`src/rtl/uart_rx_core.sv`:
```
// uart_rx_core: 16x-oversampled UART receiver with majority-vote sampling,
// optional parity, stop-bit checking and a single-byte holding register.
module uart_rx_core #(
  parameter int FRAMING_CHECK = 1
) (
  input  logic       clk,
  input  logic       reset_n,
  input  logic       baud_clock,
  input  logic       rx,
  input  logic       bit8,
  input  logic       parity_en,
  input  logic       odd_n_even,
  input  logic       read_rx_byte,
  output logic [7:0] rx_byte,
  output logic       rx_ready,
  output logic       parity_err,
  output logic       framing_err,
  output logic       overflow,
  output logic       rx_idle
);
  typedef enum logic [2:0] {IDLE, START, DATA, PARITY, STOP} state_t;
  state_t     r_state;
  logic       r_sync1, r_sync2, r_bit8, r_par_en, r_odd, r_par_bad, r_idle;
  logic [2:0] r_win, r_bit;
  logic [3:0] r_samp;
  logic [7:0] r_shift, r_byte;
  logic       r_ready, r_perr, r_ferr, r_ovf;
  logic       w_maj, w_last, w_par, w_load;
  assign w_maj  = (r_win[0] & r_win[1]) | (r_win[0] & r_win[2]) | (r_win[1] & r_win[2]);
  assign w_last = r_bit == (r_bit8 ? 3'd7 : 3'd6);
  assign w_par  = ^(r_bit8 ? r_shift : {1'b0, r_shift[7:1]});
  assign w_load = baud_clock && r_state == STOP && r_samp == 4'd9;
  always_ff @(posedge clk or negedge reset_n) begin
    if (!reset_n) begin
      r_sync1   <= 1'b1;
      r_sync2   <= 1'b1;
      r_win     <= 3'b111;
      r_state   <= IDLE;
      r_idle    <= 1'b1;
      r_samp    <= '0;
      r_bit     <= '0;
      r_shift   <= '0;
      r_bit8    <= 1'b0;
      r_par_en  <= 1'b0;
      r_odd     <= 1'b0;
      r_par_bad <= 1'b0;
    end else begin
      r_sync1 <= rx;
      r_sync2 <= r_sync1;
      if (baud_clock) begin
        r_win <= {r_win[1:0], r_sync2};
        if (r_state != IDLE) r_samp <= r_samp + 4'd1;
        case (r_state)
          IDLE: if (!r_sync2) begin
            r_state   <= START;
            r_idle    <= 1'b0;
            r_samp    <= '0;
            r_bit8    <= bit8;
            r_par_en  <= parity_en;
            r_odd     <= odd_n_even;
            r_par_bad <= 1'b0;
          end
          START: if (r_samp == 4'd9 && w_maj) begin
            r_state <= IDLE;
            r_idle  <= 1'b1;
          end else if (r_samp == 4'd15) begin
            r_state <= DATA;
            r_bit   <= '0;
          end
          DATA: begin
            if (r_samp == 4'd9) r_shift <= {w_maj, r_shift[7:1]};
            if (r_samp == 4'd15) begin
              if (w_last) r_state <= r_par_en ? PARITY : STOP;
              else r_bit <= r_bit + 3'd1;
            end
          end
          PARITY: begin
            if (r_samp == 4'd9) r_par_bad <= (w_par ^ w_maj) != r_odd;
            if (r_samp == 4'd15) r_state <= STOP;
          end
          STOP: if (r_samp == 4'd9) begin
            r_state <= IDLE;
            r_idle  <= 1'b1;
          end
          default: begin
            r_state <= IDLE;
            r_idle  <= 1'b1;
          end
        endcase
      end
    end
  end
  // a load coinciding with a read keeps the byte and never flags overflow
  always_ff @(posedge clk or negedge reset_n) begin
    if (!reset_n) begin
      r_byte  <= '0;
      r_ready <= 1'b0;
      r_perr  <= 1'b0;
      r_ferr  <= 1'b0;
      r_ovf   <= 1'b0;
    end else if (w_load) begin
      r_byte  <= r_bit8 ? r_shift : {1'b0, r_shift[7:1]};
      r_ready <= 1'b1;
      r_perr  <= r_par_en & r_par_bad;
      r_ferr  <= (FRAMING_CHECK != 0) && !w_maj;
      r_ovf   <= r_ready & ~read_rx_byte;
    end else if (read_rx_byte && r_ready) begin
      r_ready <= 1'b0;
      r_perr  <= 1'b0;
      r_ferr  <= 1'b0;
      r_ovf   <= 1'b0;
    end
  end
  assign rx_byte     = r_byte;
  assign rx_ready    = r_ready;
  assign parity_err  = r_perr;
  assign framing_err = r_ferr;
  assign overflow    = r_ovf;
  assign rx_idle     = r_idle;
endmodule

```
`config.mk`:
```
export PLATFORM = sky130hd
export DESIGN_NAME = uart_rx_core
export DESIGN_NICKNAME = d
export VERILOG_FILES = /design/src/rtl/uart_rx_core.sv
export SDC_FILE = /design/constraint.sdc
export NUM_CORES = 1
export LEC_CHECK = 0
export BUFFER_PORTS_ARGS = -buffer_cell sky130_fd_sc_hd__buf_2
export CORE_ASPECT_RATIO = 1.1
export CORE_UTILIZATION = 25
export DETAILED_ROUTE_END_ITERATION = 8
export PLACE_DENSITY_LB_ADDON = 0.05
export SYNTH_ARGS = -nofsm -noshare
export SYNTH_HDL_FRONTEND = slang
export SYNTH_SLANG_ARGS = --single-unit
```
`constraint.sdc`:
```
create_clock -name clk -period 2.2 [get_ports clk]
set_clock_uncertainty 0.1 [all_clocks]
set_input_delay 0.22 -clock clk [delete_from_list [all_inputs] [get_ports clk]]
set_output_delay 0.22 -clock clk [all_outputs]
set_load 0.005 [all_outputs]
```
Word level (Yosys, flattened, before mapping)
Index checks and enable logic that the tools add are counted.
{ "totals": {"word_cells": 97, "out_inout_bits": 13, "register_bits": 40} }
{ "op_classes": {"n_mux": 30, "n_eq_ne": 19, "n_bitwise": 11, "n_reduce_logical": 18, "addsub": 2} }
{ "ops": {"columns": ["cell", "n"], "rows": [
  ["$mux W3", 12],
  ["$ne A2 B2 Y1 const B", 9],
  ["$pmux W3 S5", 1],
  ["$mux W4", 3],
  ["$mux W1", 10],
  ["$eq A4 B4 Y1 const B", 2],
  ["$mux W8", 1],
  ["$reduce_xor A8 Y1", 1],
  ["$reduce_and A7 Y1", 1],
  ["$eq A3 B2 Y1 const B", 2],
  ["$pmux W3 S2", 1],
  ["$reduce_and A3 Y1", 2],
  ["$reduce_and A6 Y1", 1],
  ["$reduce_bool A2 Y1", 3],
  ["$and A1 B1 Y1", 5],
  ["$reduce_and A5 Y1", 1],
  ["$add A4 B1 Y4 const B", 1],
  ["$logic_and A1 B1 Y1", 4],
  ["$pmux W1 S4", 1],
  ["$reduce_and A4 Y1", 1],
  ["$add A3 B1 Y3 const B", 1],
  ["$eq A3 B1 Y1 const B", 1],
  ["$eq A3 B3 Y1", 1],
  ["$eq A3 B3 Y1 const B", 1],
  ["other kinds (11)", 14]
]} }

Logic depth before layout (Yosys ltp)
{ "depth": {"word_depth": 7, "ltp_mapped": 10, "ltp_nobuf": 7} }

Worst setup path after synthesis
OpenSTA, ideal clock, no wires.
{ "synth_path": {"kind": "reg-to-reg", "startpoint": "register r_state[1]", "endpoint": "register r_state[1]", "stages_incl_launch_ff": 7, "period_less_slack_ns": 1.830, "path_buffers": 1, "required_ns": 1.973, "setup_time_ns": 0.127, "path_slack_ns": 0.370, "arrival_ns": 1.603, "cell_sequence": "dfrtp_1 > buf_6 > or4b_1 > o211ai_2 > a31oi_2 > nand2_1 > mux2_1"} }
{ "synth_via": {"elab_chain_cells": 3} }
{ "synth_rtl": {"columns": ["item", "line", "text"], "rows": [
  ["from (decl)", "22", "state_t r_state;"],
  ["from (signal assigned)", "73", "if (w_last) r_state <= r_par_en ? PARITY : STOP;"],
  ["$eq A3 B1 Y1, or another cell as far along", "53", "case (r_state)"],
  ["$ne A3 B3 Y1 (no source line), or another cell as far along", null, null],
  ["$reduce_and A7 Y1 (no source line)", null, null]
]} }
Several ways; a longest one is shown, not always the timed one.
A chain may end at the register's enable or synchronous reset.

Worst setup path in the final report
{ "layout_path": {"startpoint": "register r_state[0]", "endpoint": "register r_state[1]"} }
The elaborated chain is that of the path after synthesis.

==> impl_metrics.ini <==
[run_status]
run_status = finished clean

[synthesis]
synth_cell_type_count = 45
ys_ff_latch = 40
synth_nets = 193
async_reset_ff_share_pct = 100
synth_cells = 182
yosysMostFrequentCell = dfrtp_1
yosys-top-cells-area = dfrtp_1 (42%), mux2_2 (8.3%), dfstp_2 (7.8%), nand2_1 (4.4%), mux2i_1 (4.0%)
syn_avg_cell_area_um2 = 11.1
synthTopCellsByCount = dfrtp_1 (34), nand2_1 (24), mux2_2 (15)
synth_edf_count = 0
synth_top_area_share_pct = 42.0
yosysWarnings = 0
syn-cell-area_mm2 = 0.00203
yosysSeqAreaShare_pct = 49.8
synth_top_area_cell = dfrtp_1
synthFlopType = dfrtp_1

[worst_setup_path]
critPathMaxFanout = 9
cp.arrival_ps = 2060
crit_required_ps = 2270
worstSetupPathType = flop to flop
start_kind = flop
timing.rr.start = r_state[0]
cp-startpoint = r_state[0]
r2r_setup_slack_ps = 210
r2r-end = r_state[1]
ff2ff_path_depth = 5
critPathCaptureType = flop

[place]
dp_cells = 307
pre_cts_slack_ps = 114
place_hpwl_um = 3200
io_buffers = 20
place.gp.congestion = 0.762

[clocking]
max-clock-path-buffers = 2
clock_latency_ps = 290
cts_tree = done
clock_sinks = 40
cts_buffers = 5
root_buffer = clkbuf_8
clk_pin_slew_ps = 80
htreeDepth = 2

[min_path]
min_to = rx_ready
min_from = read_rx_byte
hp-class = primary input to flop
hold_depth = 2

[floorplan]
fp.dieH_um = 96.4
dieArea_mm2 = 0.00847
core_region_area_mm2 = 0.00787
rows = 34
dieWidth_um = 87.9
initial_core_util_pct = 25.8
ioPinCount = 21

[routing]
ant_nets = 0
wl_per_cell_um = 13.6
via_per_inst = 4.38
drt-total-wl_um = 4340
drc = 0
dr.pass1.iters = 4
initialDrtViolationCount = 38
vias = 1392

[cells_and_area]
drive_above_1_share_pct = 31.0
antenna_cells = 0
fin_nets = 220
area_growth_pct = 16.9
final_cells = 318
fill_cells = 826

[timing]
finalSetupTns_ps = 0
slew_headroom_pct = 70.8
post-route-period-util_pct = 90.3
slew_violations = 0
setup_ws_ps = 214
hold_viol_final = 0
setup_viol = 0
fmax_mhz = 504
rsz0062_at_grt = no
fin_crit_ps = 1990
tightest_slew_ps = 438

[grt]
grt_overflow = 0
antenna_found_initial = 0
grt_max_degree = 24
grt_pass1_vias = 1425
grt_usage_pct = 11.6
grt_pass1_wl_um = 7290

[pwr]
p_leak_nw = 1.04
vdd_drop_max_uv = 240
power_density_mw_per_mm2 = 977

[run]
maxCapViolCount = 0
cells by family (layout without fill, tap and decap cells):
family          after synthesis  after routing  share of synthesized area, %
mux                          25             25                          13.6
flops                        40             40                          49.8
simple gates                 58             58                          14.8
xor+xnor                     10             10                          4.32
fa+ha+maj                     4              4                          2.35
buf+inv                      12             40                          4.20
compound gates               33             33                          11.0
sequential cells by signal, indices dropped and copies added (netlist names), 3 cells and up:
name,count
r_samp,4
r_state,3
rx_byte,8
r_bit,3
r_shift,8
r_win,3
per-layer routing:
layer  share of wire [%]  track usage, %
met5                   0               0
met4                 1.5            4.10
met3                 2.3            3.06
met2                  51            20.0
met1                  46            13.9
worst max path at each step:
stage,to,slack (ps),cells past startpoint
2_1_floorplan,r_state[1],370,6
3_3_place_gp,overflow,190,7
3_5_place_dp,overflow,110,7
4_1_cts,rx_byte[2],100,7
5_1_grt,overflow,100,7
6_report,r_state[1],210,5
through the flow:
step	area (um2)	util [%]	hold WS, ps	total power, mW
2_1_floorplan	2030	-	-176	1.63
3_3_place_gp	2230	28.4	81.5	1.82
3_5_place_dp	2230	28.4	95.4	1.82
4_1_cts	2350	29.8	17.5	2.36
5_1_grt	2370	30.1	16.0	2.51
6_report	2370	30.1	26.4	2.31
layout by cell type, fill, tap and decap left out, types with 2 or more instances in the layout:
cell / Yosys / routed
a21oi_1: 4 / 4
a31oi_1: 3 / 3
buf_2: 2 / 20
buf_4: 2 / 6
clkbuf_8: 0 / 6
dfrtp_1: 34 / 34
dfstp_2: 6 / 6
dlygate4sd3_1: 0 / 2
ha_1: 3 / 3
inv_1: 3 / 3
mux2_2: 15 / 15
mux2i_1: 8 / 8
nand2_1: 24 / 24
nand2b_1: 3 / 3
nand3_1: 9 / 9
nor2_1: 8 / 8
nor3_1: 2 / 2
o21a_1: 2 / 2
o21ai_0: 11 / 11
o21ai_1: 3 / 3
o31ai_1: 3 / 3
xnor2_1: 8 / 8
xor2_1: 2 / 2
power by group:
group	switching, mW	internal (mW)	total, mW	leakage, nW
Combinational	0.373	0.381	0.755	0.480
Clock	0.261	0.255	0.516	0.0445
Sequential	0.166	0.877	1.04	0.517
Total	0.800	1.51	2.31	1.04
area by class of cell:
cell class | instances | area, um2 | area share, %
sequential | 40 | 1010 | 42.6
multi-input combinational | 130 | 935 | 39.5
inverter | 3 | 11.3 | 0.475
timing repair buffer | 29 | 185 | 7.82
clock buffer | 7 | 86.3 | 3.65
clock inverter | 1 | 7.51 | 0.317
tap | 108 | 135 | 5.71
critical path, cell delays in order (launching register included):
cell and delay [ps]:
dfrtp_1 510, or4b_1 610, o211ai_2 140, a31oi_2 100, nand2_1 100, mux2_1 310
what timing repair did:
item                                    CTS  global route
buffers inserted                          0             1
gates resized for setup                   0             2
hold buffers                              2             0
hold endpoints to repair                 13             0
endpoints found under the setup margin    0            11
Power figures use the tool's default switching activity.
